$ cat config.mk
export PLATFORM = sky130hd
export DESIGN_NAME = csr_access_unit
export DESIGN_NICKNAME = d
export VERILOG_FILES = /design/src/rtl/csr_access_unit.sv
export SDC_FILE = /design/constraint.sdc
export NUM_CORES = 1
export LEC_CHECK = 0
export ABC_AREA = 1
export ABC_CLOCK_PERIOD_IN_PS = 4200
export CAP_MARGIN = 20
export CORE_MARGIN = 2
export CORE_UTILIZATION = 44
export CTS_CLUSTER_DIAMETER = 30
export DETAILED_ROUTE_END_ITERATION = 8
export PLACE_DENSITY = 0.95
export SLEW_MARGIN = 20
export SYNTH_ARGS = -nofsm -noshare
export SYNTH_HDL_FRONTEND = slang
export SYNTH_SLANG_ARGS = --single-unit
$ cat constraint.sdc
create_clock -name clk_i -period 4.2 [get_ports clk_i]
set_input_delay 0.84 -clock clk_i [delete_from_list [all_inputs] [get_ports clk_i]]
set_output_delay 0.84 -clock clk_i [all_outputs]
set_load 0.05 [all_outputs]
$ cat src/rtl/csr_access_unit.sv
// CSR bus master: turns one CSRRW/RS/RC(I) instruction into a read cycle, an optional
// write cycle and a held response, flagging inaccessible or read-only CSRs as illegal.
module csr_access_unit #(
   parameter bit RO_CHECK = 1'b1
) (
   input  logic        clk_i,
   input  logic        rst_i,
   input  logic        flush_i,
   input  logic        req_valid_i,
   output logic        req_ready_o,
   input  logic [11:0] req_addr_i,
   input  logic [2:0]  req_funct3_i,
   input  logic [4:0]  req_rs1_idx_i,
   input  logic [31:0] req_rs1_i,
   output logic        rsp_valid_o,
   input  logic        rsp_ready_i,
   output logic [31:0] rsp_rdata_o,
   output logic        rsp_illegal_o,
   output logic        csr_en_o,
   output logic [11:0] csr_addr_o,
   output logic [31:0] csr_set_o,
   output logic [31:0] csr_clear_o,
   input  logic        csr_ack_i,
   input  logic [31:0] csr_value_i
);

   // Handshakes: a request transfers on a cycle with req_valid_i && req_ready_o && !flush_i;
   // a response transfers on rsp_valid_o && rsp_ready_i, and rsp_valid_o holds until then.
   typedef enum logic [1:0] {
      S_IDLE  = 2'd0,
      S_READ  = 2'd1,
      S_WRITE = 2'd2,
      S_RESP  = 2'd3
   } state_e;

   state_e      state_q, state_d;
   logic [11:0] addr_q, addr_d;
   logic [1:0]  op_q, op_d;
   logic [31:0] wdata_q, wdata_d;
   logic        wr_q, wr_d;
   logic        illegal_q, illegal_d;
   logic [31:0] rdata_q, rdata_d;
   logic        rd_illegal;

   // funct3[2] only selects the operand source, so only the low bits are kept.
   assign rd_illegal = !csr_ack_i || (op_q == 2'b00) ||
                       (RO_CHECK && wr_q && (addr_q[11:10] == 2'b11));

   always_ff @(posedge clk_i) begin
      if (rst_i) begin
         state_q   <= S_IDLE;
         addr_q    <= 12'd0;
         op_q      <= 2'd0;
         wdata_q   <= 32'd0;
         wr_q      <= 1'b0;
         illegal_q <= 1'b0;
         rdata_q   <= 32'd0;
      end else begin
         state_q   <= state_d;
         addr_q    <= addr_d;
         op_q      <= op_d;
         wdata_q   <= wdata_d;
         wr_q      <= wr_d;
         illegal_q <= illegal_d;
         rdata_q   <= rdata_d;
      end
   end

   always_comb begin
      state_d   = state_q;
      addr_d    = addr_q;
      op_d      = op_q;
      wdata_d   = wdata_q;
      wr_d      = wr_q;
      illegal_d = illegal_q;
      rdata_d   = rdata_q;
      if (flush_i) begin
         state_d = S_IDLE;
      end else begin
         case (state_q)
            S_IDLE: begin
               if (req_valid_i) begin
                  state_d = S_READ;
                  addr_d  = req_addr_i;
                  op_d    = req_funct3_i[1:0];
                  wdata_d = req_funct3_i[2] ? {27'd0, req_rs1_idx_i} : req_rs1_i;
                  wr_d    = (req_funct3_i[1:0] == 2'b01) || (req_rs1_idx_i != 5'd0);
               end
            end
            S_READ: begin
               illegal_d = rd_illegal;
               rdata_d   = rd_illegal ? 32'd0 : csr_value_i;
               state_d   = (wr_q && !rd_illegal) ? S_WRITE : S_RESP;
            end
            S_WRITE: state_d = S_RESP;
            S_RESP: begin
               if (rsp_ready_i) state_d = S_IDLE;
            end
            default: state_d = S_IDLE;
         endcase
      end
   end

   always_comb begin
      req_ready_o = (state_q == S_IDLE);
      rsp_valid_o = 1'b0;
      csr_en_o    = 1'b0;
      csr_set_o   = 32'd0;
      csr_clear_o = 32'd0;
      case (state_q)
         S_READ: csr_en_o = !flush_i;
         S_WRITE: begin
            if (!flush_i) begin
               csr_en_o = 1'b1;
               case (op_q)
                  2'b01: begin
                     csr_set_o   = wdata_q;
                     csr_clear_o = ~wdata_q;
                  end
                  2'b10: csr_set_o   = wdata_q;
                  2'b11: csr_clear_o = wdata_q;
                  default: ;
               endcase
            end
         end
         S_RESP: rsp_valid_o = !flush_i;
         default: ;
      endcase
   end

   assign rsp_rdata_o   = rdata_q;
   assign rsp_illegal_o = illegal_q;
   assign csr_addr_o    = addr_q;

endmodule

== Word-level counts from Yosys, hierarchy flattened ==
Index checks and enable logic that the tools add are counted.

* Eq/ne operators: 10
* Muxes and demuxes: 15
* Bitwise gates (word level): 2
* Reduce and logical (&&, ||, !) cells: 16

{| class="wikitable"
|+ Operators with widths
! cell !! number
|-
| 2-to-1 mux 32 bit || 7
|-
| one-hot mux 32 bit (2 select lines) || 1
|-
| inverter 32 bit || 1
|-
| == test 2 bit, second input constant || 5
|-
| one-hot mux 2 bit (4 select lines) || 1
|-
| == test 2 x 1 -> 1 bit, second input constant || 3
|-
| nonzero test 5 bit || 1
|-
| zero test 2 bit || 2
|-
| 2-to-1 mux 2 bit || 2
|-
| inequality test 2 bit, second input constant || 2
|-
| AND reduction 2 bit || 2
|-
| OR reduction 2 bit || 2
|-
| zero test 1 bit || 3
|-
| logical OR 1 bit || 3
|-
| 2-to-1 mux 1 bit || 3
|-
| AND reduction 3 bit || 1
|-
| logical AND 1 bit || 2
|-
| one-hot mux 1 bit (2 select lines) || 1
|-
| inverter 1 bit || 1
|}

* Register bits: 82
* Input port bits: 90
* Output and inout bits: 112
* Word-level logic and storage cells: 50

== Logic depth before layout (Yosys ltp) ==
Gate-level depths: netlist of the first run.

* Depth after elaboration: 7
* Depth in mapped cells: 8
* Depth with buffers taken out: 8

== Worst setup path before layout of the first run ==
Ideal clock, no wire load.

* Path kind: in2out
* Start: input port flush_i
* End: output port csr_clear_o[14]
* Data arrival time: 2.412 ns
* Data required time: 3.360 ns
* Slack: 0.948 ns
* Cell stages on the path: 5
* Buffers on the path: 2
* Path through: inv_2 nand2_1 buf_2 buf_2 nor3_1

* Word-level cells in the longest chain between the ends: 2

{| class="wikitable"
|+ Ends and longest elaborated chain
! what !! RTL line !! text
|-
| from (decl) || 8 || <nowiki>input logic flush_i,</nowiki>
|-
| 2-to-1 mux 32 bit || 113 || <nowiki>if (!flush_i) begin</nowiki>
|-
| 2-to-1 mux 32 bit || 110 || <nowiki>case (state_q)</nowiki>
|-
| to (decl) || 22 || <nowiki>output logic [31:0] csr_clear_o,</nowiki>
|}

Every way passes these cells.

== Worst setup path in the final report of the first run ==
* Start: input port flush_i
* End: output port csr_clear_o[9]

Same word-level chain as after synthesis.

==> flow_summary.json, run 1 <==
{
  "syn-instance-count": 550,
  "power_density_nw_per_um2": 311,
  "status": "finished, final reports clean",
  "switchingPower_uw": 559,
  "gr-usage-all-layers_pct": 24.5,
  "r2r_start": "state_q[0]",
  "dp_hpwl_um": 9150,
  "routed_via_density": 5.25,
  "die_y_um": 99.4,
  "synth_cell_type_count": 21,
  "port_buffers": 201,
  "drc": 0,
  "comb_power_share_pct": 20.1,
  "p_int_uw": 1380,
  "final_cell_mix": "clkdlybuf4s50_1 (198), nor2_1 (91), dfxtp_1 (82), nand2_1 (76), a21oi_1 (68)",
  "hold_viol": 0,
  "grt_pass1_vias": 4185,
  "synth_top_cell_area_share_pct": 41.0,
  "max_freq_mhz": 257,
  "final_common_cell": "clkdlybuf4s50_1",
  "cts_made_buffers": 9,
  "cap_violations": 0,
  "rrSetupSlack_ns": 1.87,
  "peakVddDrop_mv": 0.271,
  "place_congestion": 0.861,
  "tns_ns": 0,
  "insertion_delay_ns": 0.35,
  "synth_nets": 648,
  "setup_viol": 0,
  "initial_core_util_pct": 45.7,
  "yosys.area.top_type": "dfxtp_1",
  "core.rowCount": 34,
  "clk_pin_slew_ns": 0.09,
  "wl_um": 12600,
  "cp.required_ns": 3.36,
  "die_x_um": 99.4,
  "root_buffer": "clkbuf_8",
  "hold_path_end": "rsp_rdata_o[31]",
  "maxSlewViolCount": 0,
  "num_antenna_cells": 0,
  "whs_path_depth": 2,
  "ff2ff_path_depth": 7,
  "tritoncts": "done",
  "die_area_sq_um": 9880,
  "p_seq_share_pct": 43.2,
  "crit_fanout": 53,
  "grt_start_max_net_pins": 78,
  "synthTopCellsByArea": "dfxtp_1 (41%), nor2_1 (8.5%), a21oi_1 (8.5%)",
  "synth-adder-area-share_pct": 2.50,
  "cts_max_path_buffers": 2,
  "ys_ff_latch": 82,
  "hp-class": "flip-flop to flip-flop",
  "synth_xor_area_share_pct": 0,
  "placedCellCount": 821,
  "critical_path_arrival_ns": 3.05,
  "crit_chain": "clkdlybuf4s50_1 -> inv_2 -> nand2_2 -> buf_12 -> nor3_1 -> clkdlybuf4s50_1",
  "leakagePower_uw": 0.00223,
  "cts_sinks": 82,
  "syn_area_per_cell_sq_um": 7.28,
  "synthToLayoutAreaGrowth_pct": 55.2,
  "fin_util_pct": 70.9,
  "design.core.area_sq_um": 8760,
  "first_pass_iters": 4,
  "yosysWarnings": 0,
  "gr-total-overflow": 0,
  "fin_hold_ws_ns": 0.470,
  "relSlewSlack_pct": 30.0,
  "critPathKind": "input port to output port",
  "switching_share_pct": 28.9,
  "ant_nets": 0,
  "post_cts_buffers": 0,
  "worstHoldStart": "rsp_rdata_o[31]",
  "io_pins": 202,
  "fin_crit_ns": 3.89,
  "synth-simple-area-share_pct": 25.4,
  "tightestPinTransition_ns": 1.05,
  "drive_above_1_share_pct": 7.68,
  "worstSetupStartpointType": "input port",
  "cts_resized": 0,
  "antenna_found_initial": 1,
  "synth_top_family_by_area": "simple AND/OR/NAND/NOR gates",
  "critPathMaxStageDelay_ns": 0.86,
  "cts_htree_levels": 3,
  "endpoint_kind": "output port",
  "fin_crit_sh_pct": 92.7,
  "synth_compound_area_share_pct": 20.6,
  "layout.nets": 822,
  "grt_pass1_wl_um": 19700,
  "rsz0062_at_grt": "false",
  "synthMuxAreaShare_pct": 0,
  "final_cells": 837,
  "syn_area_sq_um": 4000,
  "crit_top_cell": "clkdlybuf4s50_1",
  "reg2reg_to": "wdata_q[4]",
  "vias": 4398,
  "clock_skew_ns": 0.0123,
  "clkPwrFrac_pct": 36.7,
  "hold_buffers": 0,
  "slowest_stage": "clkdlybuf4s50_1",
  "drtIter0Drc": 143,
  "synth-seq-area-share_pct": 41.0,
  "avgRoutedWirePerCell_um": 15.0
}
## Yosys cell counts (all sizes together)
master	number
a31oi	3
clkbuf	20
buf	23
nor2	92
ha	8
a21oi	68
dfxtp	82
nand4	1
nand3	3
o21ai	26
a211oi	28
inv	52
nor3	66
nand2	78
## kinds of logic (layout without fill, tap and decap cells)
logic type      Yosys count  in the layout
compound gates          125            125
fa+ha+maj                 8              8
buf+inv                  95            274
flops                    82             82
simple gates            240            240
## final cells by class
cell class	count	area (sq um)
clock buffer	9	124
clock inverter	7	124
fill	687	2550
inverter	52	195
multi-input combinational	373	1940
sequential	82	1640
tap	108	135
timing repair buffer	206	2050
## sequential cells by signal, indices dropped and copies added (netlist names)
| name | count |
|---|---|
| csr_addr_o | 12 |
| op_q | 2 |
| rsp_illegal_o | 1 |
| rsp_rdata_o | 32 |
| state_q | 2 |
| wdata_q | 32 |
| wr_q | 1 |
## routing by layer
layer,track usage (%),routed length [um]
met4,8.85,349
met5,0,16
met2,44.6,6610
met3,6.11,835
met1,27.6,4780
## metrics by stage
step	power [uW]	setup slack, ns	instance area [sq um]
final	1940	0.309	6220
after global routing	2010	0.258	6220
after CTS	1950	0.355	6220
after detailed placement	1240	0.359	5970
after global placement	1230	0.466	5970
after floorplan	1090	0.948	4000
## worst max-delay path, delay by kind of cell
family                 cells  cell delay [ns]
buffers and inverters      4             1.71
AND/OR/NAND/NOR            2             0.47
## worst max path at each step
| stage | from | to | slack, ns | depth (start not counted) |
|---|---|---|---|---|
| 2_1_floorplan | flush_i | csr_clear_o[14] | 0.95 | 5 |
| 3_3_place_gp | flush_i | csr_clear_o[19] | 0.47 | 6 |
| 3_5_place_dp | flush_i | csr_clear_o[9] | 0.36 | 6 |
| 4_1_cts | flush_i | csr_clear_o[9] | 0.36 | 6 |
| 5_1_grt | flush_i | csr_clear_o[17] | 0.26 | 6 |
| 6_report | flush_i | csr_clear_o[9] | 0.31 | 6 |
## power by group through the flow
stage	Clock, uW	Sequential (uW)	Combinational [uW]
after floorplan	0	889	202
after global placement	0	852	376
after detailed placement	0	854	388
after CTS	725	836	390
after global routing	751	841	421
final	711	837	389
Note: power is estimated with default switching activity, not from simulation.
==> run 2: changes to the inputs <==
Settings changed: SLEW_MARGIN 20 to default.
==> results of run 2 <==
Final layout, timing and power as in run 1 (identical DEF).
